===== src/rtl/id_ex_stage_pkg.sv =====
// Shared widths, control-bit positions, ID/EX register layout and stall FSM encodings.
package id_ex_stage_pkg;

    localparam int XLEN          = 32;
    localparam int CTRL_WIDTH    = 8;
    localparam int REG_IDX_WIDTH = 5;
    localparam int FUNCT_WIDTH   = 4;

    // id_ctrl = {ALUSrc, MemtoReg, RegWrite, MemRead, MemWrite, Branch, ALUOp[1:0]}
    localparam int CTRL_ALUSRC    = 7;
    localparam int CTRL_MEMTOREG  = 6;
    localparam int CTRL_REGWRITE  = 5;
    localparam int CTRL_MEMREAD   = 4;
    localparam int CTRL_MEMWRITE  = 3;
    localparam int CTRL_BRANCH    = 2;
    localparam int CTRL_ALUOP_MSB = 1;
    localparam int CTRL_ALUOP_LSB = 0;

    typedef enum logic {
        ST_RUN   = 1'b0,
        ST_STALL = 1'b1
    } idex_state_e;

    typedef struct packed {
        logic [CTRL_WIDTH-1:0]    ctrl;
        logic [XLEN-1:0]          pc;
        logic [XLEN-1:0]          rs1_data;
        logic [XLEN-1:0]          rs2_data;
        logic [XLEN-1:0]          imm;
        logic [REG_IDX_WIDTH-1:0] rs1;
        logic [REG_IDX_WIDTH-1:0] rs2;
        logic [REG_IDX_WIDTH-1:0] rd;
        logic [FUNCT_WIDTH-1:0]   funct;
        logic                     valid;
    } idex_regs_t;

endpackage


===== src/rtl/id_ex_stage_hazard_unit.sv =====
// Combinational load-use detector: a load in EX whose rd feeds the instruction in ID.
import id_ex_stage_pkg::*;

module hazard_unit (
    input  logic                     ex_valid,
    input  logic                     ex_mem_read,
    input  logic [REG_IDX_WIDTH-1:0] ex_rd,
    input  logic                     id_valid,
    input  logic [REG_IDX_WIDTH-1:0] id_rs1,
    input  logic [REG_IDX_WIDTH-1:0] id_rs2,
    output logic                     load_use
);

    // x0 never carries a dependency, so a load targeting it cannot cause a stall.
    assign load_use = ex_valid && ex_mem_read && (ex_rd != '0) &&
                      ((ex_rd == id_rs1) || (ex_rd == id_rs2)) && id_valid;

endmodule


===== src/rtl/id_ex_stage.sv =====
// ID/EX pipeline register with load-use stall and flush bubble insertion.
// Optional stall/flush event counters are built when IDEX_STALL_CNT_EN is defined.
import id_ex_stage_pkg::*;

module id_ex_stage (
    input  logic                     clk,
    input  logic                     rst_n,
    input  logic [CTRL_WIDTH-1:0]    id_ctrl,
    input  logic [XLEN-1:0]          id_pc,
    input  logic [XLEN-1:0]          id_rs1_data,
    input  logic [XLEN-1:0]          id_rs2_data,
    input  logic [XLEN-1:0]          id_imm,
    input  logic [REG_IDX_WIDTH-1:0] id_rs1,
    input  logic [REG_IDX_WIDTH-1:0] id_rs2,
    input  logic [REG_IDX_WIDTH-1:0] id_rd,
    input  logic [FUNCT_WIDTH-1:0]   id_funct,
    input  logic                     id_valid,
    input  logic                     ex_flush,
    output logic [CTRL_WIDTH-1:0]    ex_ctrl,
    output logic [XLEN-1:0]          ex_pc,
    output logic [XLEN-1:0]          ex_rs1_data,
    output logic [XLEN-1:0]          ex_rs2_data,
    output logic [XLEN-1:0]          ex_imm,
    output logic [REG_IDX_WIDTH-1:0] ex_rs1,
    output logic [REG_IDX_WIDTH-1:0] ex_rs2,
    output logic [REG_IDX_WIDTH-1:0] ex_rd,
    output logic [FUNCT_WIDTH-1:0]   ex_funct,
    output logic                     ex_valid,
    output logic                     pc_write,
`ifdef IDEX_STALL_CNT_EN
    output logic [XLEN-1:0]          stall_cnt,
    output logic [XLEN-1:0]          flush_cnt,
`endif
    output logic                     ifid_write
);

    idex_regs_t  regs_q, regs_d;
    idex_state_e state_q, state_d;
    logic        load_use;
    logic        stall;

    hazard_unit u_hazard (
        .ex_valid    (regs_q.valid),
        .ex_mem_read (regs_q.ctrl[CTRL_MEMREAD]),
        .ex_rd       (regs_q.rd),
        .id_valid    (id_valid),
        .id_rs1      (id_rs1),
        .id_rs2      (id_rs2),
        .load_use    (load_use)
    );

    // A taken redirect in EX wins: the front end must move, so no freeze.
    assign stall = load_use && !ex_flush;

    always_comb begin
        regs_d     = '0;
        state_d    = ST_RUN;
        pc_write   = 1'b1;
        ifid_write = 1'b1;
        if (ex_flush) begin
            state_d = ST_RUN;
        end else if (stall) begin
            pc_write   = 1'b0;
            ifid_write = 1'b0;
            state_d    = (state_q == ST_RUN) ? ST_STALL : ST_RUN;
        end else begin
            regs_d.ctrl     = id_valid ? id_ctrl : '0;
            regs_d.pc       = id_pc;
            regs_d.rs1_data = id_rs1_data;
            regs_d.rs2_data = id_rs2_data;
            regs_d.imm      = id_imm;
            regs_d.rs1      = id_rs1;
            regs_d.rs2      = id_rs2;
            regs_d.rd       = id_rd;
            regs_d.funct    = id_funct;
            regs_d.valid    = id_valid;
        end
    end

    always_ff @(posedge clk or negedge rst_n) begin
        if (!rst_n) begin
            regs_q  <= '0;
            state_q <= ST_RUN;
        end else begin
            regs_q  <= regs_d;
            state_q <= state_d;
        end
    end

    assign ex_ctrl     = regs_q.ctrl;
    assign ex_pc       = regs_q.pc;
    assign ex_rs1_data = regs_q.rs1_data;
    assign ex_rs2_data = regs_q.rs2_data;
    assign ex_imm      = regs_q.imm;
    assign ex_rs1      = regs_q.rs1;
    assign ex_rs2      = regs_q.rs2;
    assign ex_rd       = regs_q.rd;
    assign ex_funct    = regs_q.funct;
    assign ex_valid    = regs_q.valid;

`ifdef IDEX_STALL_CNT_EN
    logic [XLEN-1:0] stall_cnt_q, stall_cnt_d;
    logic [XLEN-1:0] flush_cnt_q, flush_cnt_d;

    // Both counters wrap naturally at 2^32.
    always_comb begin
        stall_cnt_d = stall_cnt_q;
        flush_cnt_d = flush_cnt_q;
        if (stall)    stall_cnt_d = stall_cnt_q + 32'd1;
        if (ex_flush) flush_cnt_d = flush_cnt_q + 32'd1;
    end

    always_ff @(posedge clk or negedge rst_n) begin
        if (!rst_n) begin
            stall_cnt_q <= '0;
            flush_cnt_q <= '0;
        end else begin
            stall_cnt_q <= stall_cnt_d;
            flush_cnt_q <= flush_cnt_d;
        end
    end

    assign stall_cnt = stall_cnt_q;
    assign flush_cnt = flush_cnt_q;
`endif

endmodule


===== config.mk =====
export PLATFORM = sky130hd
export DESIGN_NAME = id_ex_stage
export DESIGN_NICKNAME = d
export VERILOG_FILES = /design/src/rtl/id_ex_stage_pkg.sv /design/src/rtl/id_ex_stage_hazard_unit.sv /design/src/rtl/id_ex_stage.sv
export SDC_FILE = /design/constraint.sdc
export NUM_CORES = 1
export LEC_CHECK = 0
export ABC_AREA = 0
export CORE_ASPECT_RATIO = 1.5
export CORE_UTILIZATION = 40
export DETAILED_ROUTE_END_ITERATION = 10
export GPL_ROUTABILITY_DRIVEN = 0
export MAX_ROUTING_LAYER = met4
export PLACE_DENSITY = 0.82
export SLEW_MARGIN = 5
export SYNTH_ARGS = -nofsm -noshare
export SYNTH_HDL_FRONTEND = slang
export SYNTH_SLANG_ARGS = --single-unit

===== constraint.sdc =====
create_clock -name clk -period 1.9 [get_ports clk]
set_input_delay 0.38 -clock clk [delete_from_list [all_inputs] [get_ports clk]]
set_output_delay 0.38 -clock clk [all_outputs]
set_load 0.01 [all_outputs]

==> reports/results.tsv <==
metric	value	unit
drc	0	
dr.first_iter.drc_count	178	
synth_warnings	0	
clock_skew	0.01335	ns
route.met3.wl	1.382	mm
drive_above_1_share	0.07791	
cts.sinks	156	
wl_met2	9.493	mm
cp_max_fo	4	
fin_crit_sh	1.048	
root_buffer	clkbuf_16	
cellPowerDensity	788.5	nW/um^2
drv_cap	0	
arrival	1.61	ns
grt_overflow	0	
crit_family	flip-flops	
wl_per_cell	17.32	um
synth_fa_ha_area_frac	0	
cts-htree-levels	4	
status	finished, violations left	
buffer_ports.inserted	316	
slew_headroom	0.6826	
pre_cts_ws	-0.4491	ns
synth_top_area_share	0.6413	
syn_nets	700	
finalHoldViolCount	0	
max_freq	502.3	MHz
firstDrtPassIters	4	
synth_mux_area_frac	0	
worst_slack	-0.09084	ns
synth_edf_count	0	
yosysSeqAreaShare	0.6413	
hpwl	12.42	mm
grt.total_usage	0.2426	
cts_tree	done	
rsz0062_at_grt	yes	
crit_buf_inv	2	
worstMarginPinSlew	0.4760	ns
clk_latency	0.41	ns
cts_made_buffers	17	
slew_violations	0	
topRoutingLayerUsed	met4	
vias	5070	
power	0.007987	W
dieArea	15730	sq um
synth_commonest_cells	dfrtp_1, a21oi_1, nand2b_1	
clk_pin_slew	0.07	ns
finalCriticalPeriod	1.991	ns
synth_top_family_by_area	simple AND/OR/NAND/NOR gates	
critPathCaptureType	output pin	
vias_per_cell	4.801	
grt_pass1_vias	5314	
syn_to_final_growth	66.39	%
slowest_stage	dfrtp_2	
row_count	54	
ys_async_sr_fraction	1.000	
synth_flop_cell	dfrtp_1	
max_stage_delay	0.44	ns
grt_pass1_wl	27.56	mm
hold_class	primary input to register	
avgSynthCellArea	11.25	sq um
ys_types	16	
diodes	0	
synth_compound_area_frac	0.1342	
syn-cell-area	6087	sq um
wl_met1	6.617	mm
coreArea	14730	sq um
antenna_found_initial	0	
clockBufferDepth	2	
ys_ff_latch	156	
grt_max_degree	149	
hold_slack	0.4077	ns
die_y	153.1	um
boundaryPins	317	
synthTopCellsByArea	dfrtp_1, nand2b_1, a21oi_1	
peakVddDrop	559.8	uV
ant_nets	0	
yosysMostFrequentCell	dfrtp_1	
worstSetupPathType	register to output pin	
nets	1006	
cp-start-kind	register	
totalWireLength	18.29	mm
synth-xor-area-share	0.01439	
finalSetupViolCount	2	
synth_top_area_cell	dfrtp_1	
initial_core_util	0.4133	
p_leak	4.420	nW
path_cells	buf_6 > xnor2_4 > nand2_2 > o22ai_4 > nand2_2 > buf_6	
crit_required	1.52	ns
synth-simple-area-share	0.1605	
violations	negative setup slack	
die_x	102.7	um
netlist_instances	541	
-- registers in the layout (all words and copies together) (netlist names) --
register / cells
ex_ctrl: 8
ex_funct: 4
ex_imm: 32
ex_pc: 32
ex_rd: 5
ex_rs1: 5
ex_rs1_data: 32
ex_rs2: 5
ex_rs2_data: 32
ex_valid: 1
-- power by group --
part	leakage [nW]	switching, W	internal (W)
combinational	2.15	0.000518	0.000762
clock	0.255	0.00143	0.00174
sequential	2.01	0.0000561	0.00349
total	4.42	0.00200	0.00598
-- kinds of logic after synthesis --
family	Yosys count
buf+inv	58
compound gates	158
xor+xnor	10
simple gates	159
flops	156
-- routing by layer --
layer  track usage  up-vias
met1        0.2534     2391
met2        0.4095      253
li1              -     2370
met3       0.06859       56
met4        0.1197        0
met5             -        -
-- cells in the final DEF (no fill, tap or decap), drive strengths merged, types with 2 or more instances in the layout --
master / synthesis / layout
a21oi: 151 / 151
nand2: 5 / 5
xnor2: 10 / 10
buf: 33 / 26
clkinv: 0 / 2
clkbuf: 19 / 20
dfrtp: 156 / 156
dlymetal6s2s: 0 / 2
inv: 6 / 12
clkinvlp: 0 / 5
nand3: 3 / 3
nand2b: 148 / 148
a211oi: 6 / 6
clkdlybuf4s50: 0 / 308
-- layout make-up --
cell class,instances,area (sq um)
repair buffers,339,3477
fillers,1143,4601
flip-flops and latches,156,3906
inverters,6,22.52
clock buffers,19,442.9
clock inverters,13,106.4
well taps,196,245.2
multi-input cells,327,1928
-- what timing repair did --
item	in CTS	in global routing
gates resized for setup	17	7
hold buffers	1	0
setup buffers	4	0
cloned	0	1
pin swaps	9	2
hold endpoints to repair	40	0
setup endpoints to repair	3	113
-- final timing paths --
check	startpoint	to	slack, ns	cells after the start
max	ex_rd[1]$_DFF_PN0_	ifid_write	-0.09	6
min	ex_flush	ex_ctrl[6]$_DFF_PN0_	0.41	5
max reg2reg	ex_rd[1]$_DFF_PN0_	ex_rs1[2]$_DFF_PN0_	0.06	8
min reg2reg	ex_ctrl[4]$_DFF_PN0_	ex_pc[26]$_DFF_PN0_	1.10	5
max in group asynchronous	rst_n	ex_rs2_data[3]$_DFF_PN0_	0.79	3
min in group asynchronous	rst_n	ex_rs2_data[5]$_DFF_PN0_	0.47	2
-- per-stage QoR --
| step | util | TNS (ns) | cell area [sq um] | std cells |
|---|---|---|---|---|
| 2_1_floorplan | - | 0 | 6087 | 541 |
| 3_3_place_gp | 0.6421 | -39.76 | 9458 | 1018 |
| 3_5_place_dp | 0.6421 | -40.97 | 9458 | 1018 |
| 4_1_cts | 0.6836 | -0.1697 | 10070 | 1055 |
| 5_1_grt | 0.6876 | -0.3887 | 10130 | 1056 |
| 6_report | 0.6876 | -0.1814 | 10130 | 1056 |
-- worst min-delay path, stage by stage --
cell and delay, ns:
buf_4 0.11, nor2b_2 0.05, buf_4 0.13, nand2_1 0.07, a21oi_1 0.04
Power figures use the tool's default switching activity.
